### config.mk
export PLATFORM = sky130hd
export DESIGN_NAME = elastic_buffer_skp
export DESIGN_NICKNAME = d
export VERILOG_FILES = /design/src/rtl/elastic_buffer_skp.sv
export SDC_FILE = /design/constraint.sdc
export NUM_CORES = 1
export LEC_CHECK = 0
export CAP_MARGIN = 20
export CORE_MARGIN = 3
export CORE_UTILIZATION = 35
export DETAILED_ROUTE_END_ITERATION = 6
export MAX_ROUTING_LAYER = met4
export SLEW_MARGIN = 20
export SYNTH_ARGS = -nofsm -noshare
export SYNTH_HDL_FRONTEND = slang
export SYNTH_SLANG_ARGS = --single-unit
### constraint.sdc
create_clock -name local_clock -period 9.8 [get_ports local_clock]
set_input_delay 0.98 -clock local_clock [delete_from_list [all_inputs] [get_ports local_clock]]
set_output_delay 0.98 -clock local_clock [all_outputs]
set_load 0.01 [all_outputs]
### src/rtl/elastic_buffer_skp.sv
// Single-clock RX elastic buffer with SKP-based rate compensation.
//
// Sits between the 8b/10b symbol aligner and the decoder. Writes (data_in_valid) and reads
// (read_enable) are independent strobes in the local_clock domain. When the buffer runs
// near full, repeated SKP symbols are dropped on the write side. When it runs near empty,
// an extra SKP is emitted on the read side right after a real SKP. This keeps occupancy
// centred. A lost write (overflow) or an empty read (underflow) is flagged and never
// corrupts stored data.
//
// Ports:
//   local_clock    - sole clock, rising edge
//   reset          - synchronous, active-high
//   data_in        - incoming symbol
//   data_in_valid  - write strobe
//   read_enable    - read strobe
//   data_out       - registered output symbol (holds when not refreshed)
//   data_out_valid - data_out carries a real or inserted symbol this cycle
//   occupancy      - number of stored entries, exact for 0..DEPTH
//   skp_added      - pulse: SKP inserted on the read side
//   skp_deleted    - pulse: SKP dropped on the write side
//   overflow       - pulse: write lost because the buffer was full
//   underflow      - pulse: read found the buffer empty
module elastic_buffer_skp #(
  parameter int unsigned            DATA_WIDTH     = 10,
  parameter int unsigned            DEPTH          = 16,
  parameter logic [DATA_WIDTH-1:0]  SKIP_SYMBOL    = 10'h1A1,
  parameter logic [DATA_WIDTH-1:0]  COMMA_SYMBOL   = 10'h1BC,
  parameter int unsigned            LOW_WATERMARK  = 4,
  parameter int unsigned            HIGH_WATERMARK = 12
) (
  input  logic                       local_clock,
  input  logic                       reset,
  input  logic [DATA_WIDTH-1:0]      data_in,
  input  logic                       data_in_valid,
  input  logic                       read_enable,
  output logic [DATA_WIDTH-1:0]      data_out,
  output logic                       data_out_valid,
  output logic [$clog2(DEPTH):0]     occupancy,
  output logic                       skp_added,
  output logic                       skp_deleted,
  output logic                       overflow,
  output logic                       underflow
);

  localparam int unsigned PtrW = $clog2(DEPTH);
  localparam int unsigned CntW = PtrW + 1;

  localparam logic [CntW-1:0] CntFull = CntW'(DEPTH);
  localparam logic [CntW-1:0] CntLow  = CntW'(LOW_WATERMARK);
  localparam logic [CntW-1:0] CntHigh = CntW'(HIGH_WATERMARK);

  // Elaboration-time sanity checks on the parameter set. Pointers wrap naturally, so DEPTH
  // has to be a power of two. A COM code equal to the SKP code would make alignment
  // symbols subject to deletion.
  if (DEPTH < 4 || (DEPTH & (DEPTH - 1)) != 0) begin : g_bad_depth
    $error("elastic_buffer_skp: DEPTH must be a power of two >= 4");
  end
  if (!(LOW_WATERMARK > 0 && LOW_WATERMARK < HIGH_WATERMARK && HIGH_WATERMARK < DEPTH))
  begin : g_bad_watermarks
    $error("elastic_buffer_skp: need 0 < LOW_WATERMARK < HIGH_WATERMARK < DEPTH");
  end
  if (COMMA_SYMBOL == SKIP_SYMBOL) begin : g_bad_codes
    $error("elastic_buffer_skp: COMMA_SYMBOL must differ from SKIP_SYMBOL");
  end

  // Storage and state
  logic [DATA_WIDTH-1:0] mem_q [DEPTH];
  logic [PtrW-1:0]       wr_ptr_q, rd_ptr_q;
  logic [CntW-1:0]       count_q, count_d;
  logic                  prev_in_skp_q;   // last valid input symbol was SKP
  logic                  last_out_skp_q;  // last real symbol read out was SKP
  logic                  inserted_q;      // an SKP was already inserted after that symbol

  // Decoded per-cycle events (all based on the pre-edge occupancy)
  logic                  in_is_skp;
  logic                  buf_full, buf_empty;
  logic                  do_delete, do_store, do_overflow;
  logic                  do_insert, do_pop, do_underflow;
  logic [DATA_WIDTH-1:0] head;

  always_comb begin
    in_is_skp = (data_in == SKIP_SYMBOL);
    buf_full  = (count_q == CntFull);
    buf_empty = (count_q == '0);
    head      = mem_q[rd_ptr_q];

    // Write side: deletion beats overflow. Requiring prev_in_skp_q means the first SKP of
    // a run is always kept, so an ordered set never loses every SKP.
    do_delete   = data_in_valid && in_is_skp && prev_in_skp_q && (count_q >= CntHigh);
    do_overflow = data_in_valid && !do_delete && buf_full;
    do_store    = data_in_valid && !do_delete && !buf_full;

    // Read side: insertion beats both underflow and a normal pop.
    do_insert    = read_enable && last_out_skp_q && !inserted_q && (count_q <= CntLow);
    do_underflow = read_enable && !do_insert && buf_empty;
    do_pop       = read_enable && !do_insert && !buf_empty;

    count_d = count_q;
    unique case ({do_store, do_pop})
      2'b10:   count_d = count_q + CntW'(1);
      2'b01:   count_d = count_q - CntW'(1);
      default: count_d = count_q;
    endcase
  end

  // Buffer contents are not reset; only pointer/count state defines validity.
  always_ff @(posedge local_clock) begin
    if (!reset && do_store) begin
      mem_q[wr_ptr_q] <= data_in;
    end
  end

  always_ff @(posedge local_clock) begin
    if (reset) begin
      wr_ptr_q       <= '0;
      rd_ptr_q       <= '0;
      count_q        <= '0;
      prev_in_skp_q  <= 1'b0;
      last_out_skp_q <= 1'b0;
      inserted_q     <= 1'b0;
      data_out       <= '0;
      data_out_valid <= 1'b0;
      skp_added      <= 1'b0;
      skp_deleted    <= 1'b0;
      overflow       <= 1'b0;
      underflow      <= 1'b0;
    end else begin
      count_q     <= count_d;
      skp_deleted <= do_delete;
      overflow    <= do_overflow;
      skp_added   <= do_insert;
      underflow   <= do_underflow;

      // Write path
      if (data_in_valid) begin
        prev_in_skp_q <= in_is_skp;
      end
      if (do_store) begin
        wr_ptr_q <= wr_ptr_q + PtrW'(1);
      end

      // Read path
      data_out_valid <= do_insert || do_pop;
      if (do_insert) begin
        data_out   <= SKIP_SYMBOL;
        inserted_q <= 1'b1;
      end else if (do_underflow) begin
        last_out_skp_q <= 1'b0;
      end else if (do_pop) begin
        data_out       <= head;
        rd_ptr_q       <= rd_ptr_q + PtrW'(1);
        inserted_q     <= 1'b0;
        last_out_skp_q <= (head == SKIP_SYMBOL);
      end
    end
  end

  assign occupancy = count_q;

endmodule
==> summary.md <==
| Metric | Value |
|---|---|
| Status | `finished, final reports clean` |
| Row count | `53` |
| Pins Over Slew Limit | `0` |
| Number of global-route vias before repair | `4023` |
| Fin Setup TNS | `0 ns` |
| Most numerous cell in the Yosys netlist | `edfxtp_1` |
| Number of flops mapped to enable cells by yosys | `160` |
| Final setup fails | `0` |
| Max cap viols | `0` |
| Max Fanout on Critical Path | `17` |
| Worst min path class | `reg2reg` |
| Worst Path Required | `10.16 ns` |
| Data arrival, critical path | `4.96 ns` |
| I/O pins | `34` |
| Clk sinks | `195` |
| Max transition margin | `31.5%` |
| First-pass GRT wire length | `24700 µm` |
| PwrDens | `237 mW/mm²` |
| CP Cell Sequence | `clkdlybuf4s50_1, or4b_2, nor3_1, a21oi_1, inv_1, ha_1, ha_1, a21o_1, a21oi_1, xor2_1, or3_1, a21oi_1` |
| DRT Pass-1 Iters | `4` |
| Share of layout cells above drive strength 1 | `17.7%` |
| Die Wd | `154 µm` |
| Final Hold Vio Count | `0` |
| Worst R2R Start | `occupancy[0]$_SDFFE_PP0P_` |
| Largest vdd supply drop | `0.115 mV` |
| DRC | `0` |
| Delay-heaviest family, CP | `simple AND/OR/NAND/NOR gates` |
| Post-route ant nets | `0` |
| Initial core utilization | `36.0%` |
| CTS Root Buffer Type | `clkbuf_16` |
| Core Util, Final | `41.9%` |
| Fin crit period | `4.60 ns` |
| Clock group share of total power | `30.8%` |
| Dominant synthesized flop cell | `edfxtp_1` |
| Worst Setup SP | `data_in[4]` |
| Slowest CP cell | `or4b_2` |
| WL/cell | `20.8 µm` |
| Synth top area share | `62.8%` |
| CTS tree | `built` |
| Core area | `0.0212 mm²` |
| Final nets | `508` |
| RSZ-0062 raised after global routing | `no` |
| Vias/cell | `5.12` |
| GR peak layer | `met2` |
| Post-Synthesis Cells | `434` |
| Worst Setup End Kind | `register` |
| # hold bufs at CTS | `0` |
| P_sw | `560 µW` |
| Pint | `1550 µW` |
| Dpl hpwl | `10100 µm` |
| Actual slew at the worst max-slew pin | `1.02 ns` |
| Synth Cell Area | `0.00765 mm²` |
| Yosys reg bits | `195` |
| Clock input transition at the sequential cells of the worst setup and hold paths | `0.07 ns` |
| Largest net degree at the start of global routing | `41` |
| Total CTS buffers | `17` |
| Crit share post-route | `47.0%` |
| Post-CTS Setup Bufs | `0` |
| Unique masters post-synth | `43` |
| Synthesized area per cell | `17.6 µm²` |
| Full die area | `0.0237 mm²` |
| Worst setup SP type | `input port` |
| Worst hold path startpoint | `data_out[2]$_SDFFE_PP0P_` |
| Finished Layout Cells | `772` |
| Global-route met3 utilization | `4.17%` |
| Iter 0 DRT Violations | `353` |
| Critical Path Max Stage Delay | `0.75 ns` |
| Total track usage | `14.5%` |
| Die Span Y | `154 µm` |
| Area Overhead vs Synth | `16.3%` |
| Diode count | `0` |
| YS warnings | `0` |
| Most used cell, CP | `a21oi_1` |
| Syn Nets | `458` |
| Placed Cells | `740` |
| CP Buf/Inv Count | `2` |
| Comb power frac | `23.1%` |
| Clock Path Buffers | `2` |
| Antenna violations before repair | `0` |
| Leading post-synthesis cells by cell area | `edfxtp_1, mux4_2, dfxtp_1` |
| Register share of total power | `46.1%` |
| Port Buffer Count | `33` |
| Worst-Skew Late Latency | `0.43 ns` |
| Final wirelength | `16000 µm` |
| Most frequent cells after synthesis | `edfxtp_1, mux4_2, dfxtp_1, nor2_1, nand2_1` |
| Leakage Power | `0.00287 µW` |
| Via count | `3949` |
| WS Path Type | `in2reg` |
| Met2 usage | `21.2%` |
| Register area share after synthesis | `72.0%` |
| Overflow after GRT | `0` |
| H-tree Lvls | `4` |
| Post-cts resize count | `0` |
| Post-synth top area cell | `edfxtp_1` |
| Worst Skew | `0.0199 ns` |
| Met1 GRT Util | `19.7%` |
| Switching share of power | `26.5%` |
| Fmax | `217 MHz` |
| GP Congestion | `0.778` |
| FFs w/ async S/R, synth | `0%` |
-- registers in the layout, summed over array words and instances (netlist names), named ones only --
name and count:
data_out 10, data_out_valid 1, inserted_q 1, last_out_skp_q 1
mem_q 160, occupancy 5, overflow 1, prev_in_skp_q 1
rd_ptr_q 4, skp_added 1, skp_deleted 1, underflow 1
wr_ptr_q 4
-- path summary, 6_finish.rpt --
path                                             endpoint  slack, ns  cells past startpoint
worst max-delay path            occupancy[4]$_SDFFE_PP0P_       5.20                     12
worst min register to register   data_out[2]$_SDFFE_PP0P_       0.46                      2
worst max register to register  occupancy[4]$_SDFFE_PP0P_       6.54                     11
worst min-delay path             data_out[2]$_SDFFE_PP0P_       0.46                      2
-- cell usage in the layout (no fill, tap or decap), types with 14 or more instances in the layout --
| cell | synthesis | final |
|---|---|---|
| mux4_2 | 37 | 37 |
| a21oi_1 | 17 | 17 |
| dfxtp_1 | 35 | 34 |
| nand2_1 | 31 | 31 |
| nor2_1 | 35 | 32 |
| clkbuf_16 | 0 | 18 |
| clkdlybuf4s50_1 | 0 | 33 |
| nor3_1 | 15 | 15 |
| edfxtp_1 | 160 | 160 |
| buf_4 | 1 | 17 |
| a22oi_1 | 14 | 14 |
-- worst reg2reg max path, stage by stage, from the launching register on --
cell and delay (ns):
dfxtp_1 0.39, or3_1 0.46, a21boi_0 0.20, o21ai_1 0.23, inv_1 0.25, ha_1 0.35
fa_1 0.44, a21o_1 0.18, a21oi_1 0.17, xor2_1 0.10, or3_1 0.31, a21oi_1 0.14
-- per-stage QoR --
step	hold WS (ns)	cell area [µm²]	power, µW	setup slack [ns]
final	0.458	8900	2110	5.20
after global routing	0.491	8900	2210	4.90
after CTS	0.459	8890	2140	5.24
after detailed placement	0.450	8350	1480	4.77
after global placement	0.446	8350	1470	4.91
after floorplan	0.453	7650	1340	6.10
-- metal layers --
metal / part of all wire (%) / up-vias
li1: - / 1807
met1: 43 / 1993
met2: 47 / 133
met3: 8.3 / 16
met4: 1.6 / 0
met5: 0 / -
-- cell families (layout without fill, tap and decap cells) --
kind of cell,count (synthesis),in the layout,share of synthesized area (%)
AOI/OAI and AO/OA,46,46,3.99
xor gates and xnor gates,8,8,0.916
adders and majority gates,10,10,1.73
buffers and inverters,25,88,1.70
DFF,195,195,72.0
muxes,46,46,13.3
and+or+nand+nor,104,104,6.35
-- final cells by class --
type                    count  area [µm²]
clock buffers              24         473
clock inverters             8        72.6
fillers                  1884       12300
inverters                   6        22.5
multi-input cells         214        2020
flip-flops and latches    195        5510
well taps                 275         344
repair buffers             50         458
-- power groups by stage --
stage | Combinational [µW] | Clock (µW) | Sequential (µW)
2_1_floorplan | 343 | 0 | 999
3_3_place_gp | 483 | 0 | 990
3_5_place_dp | 492 | 0 | 993
4_1_cts | 494 | 667 | 975
5_1_grt | 535 | 696 | 980
6_report | 487 | 651 | 974
(Power assumes the default switching activity.)
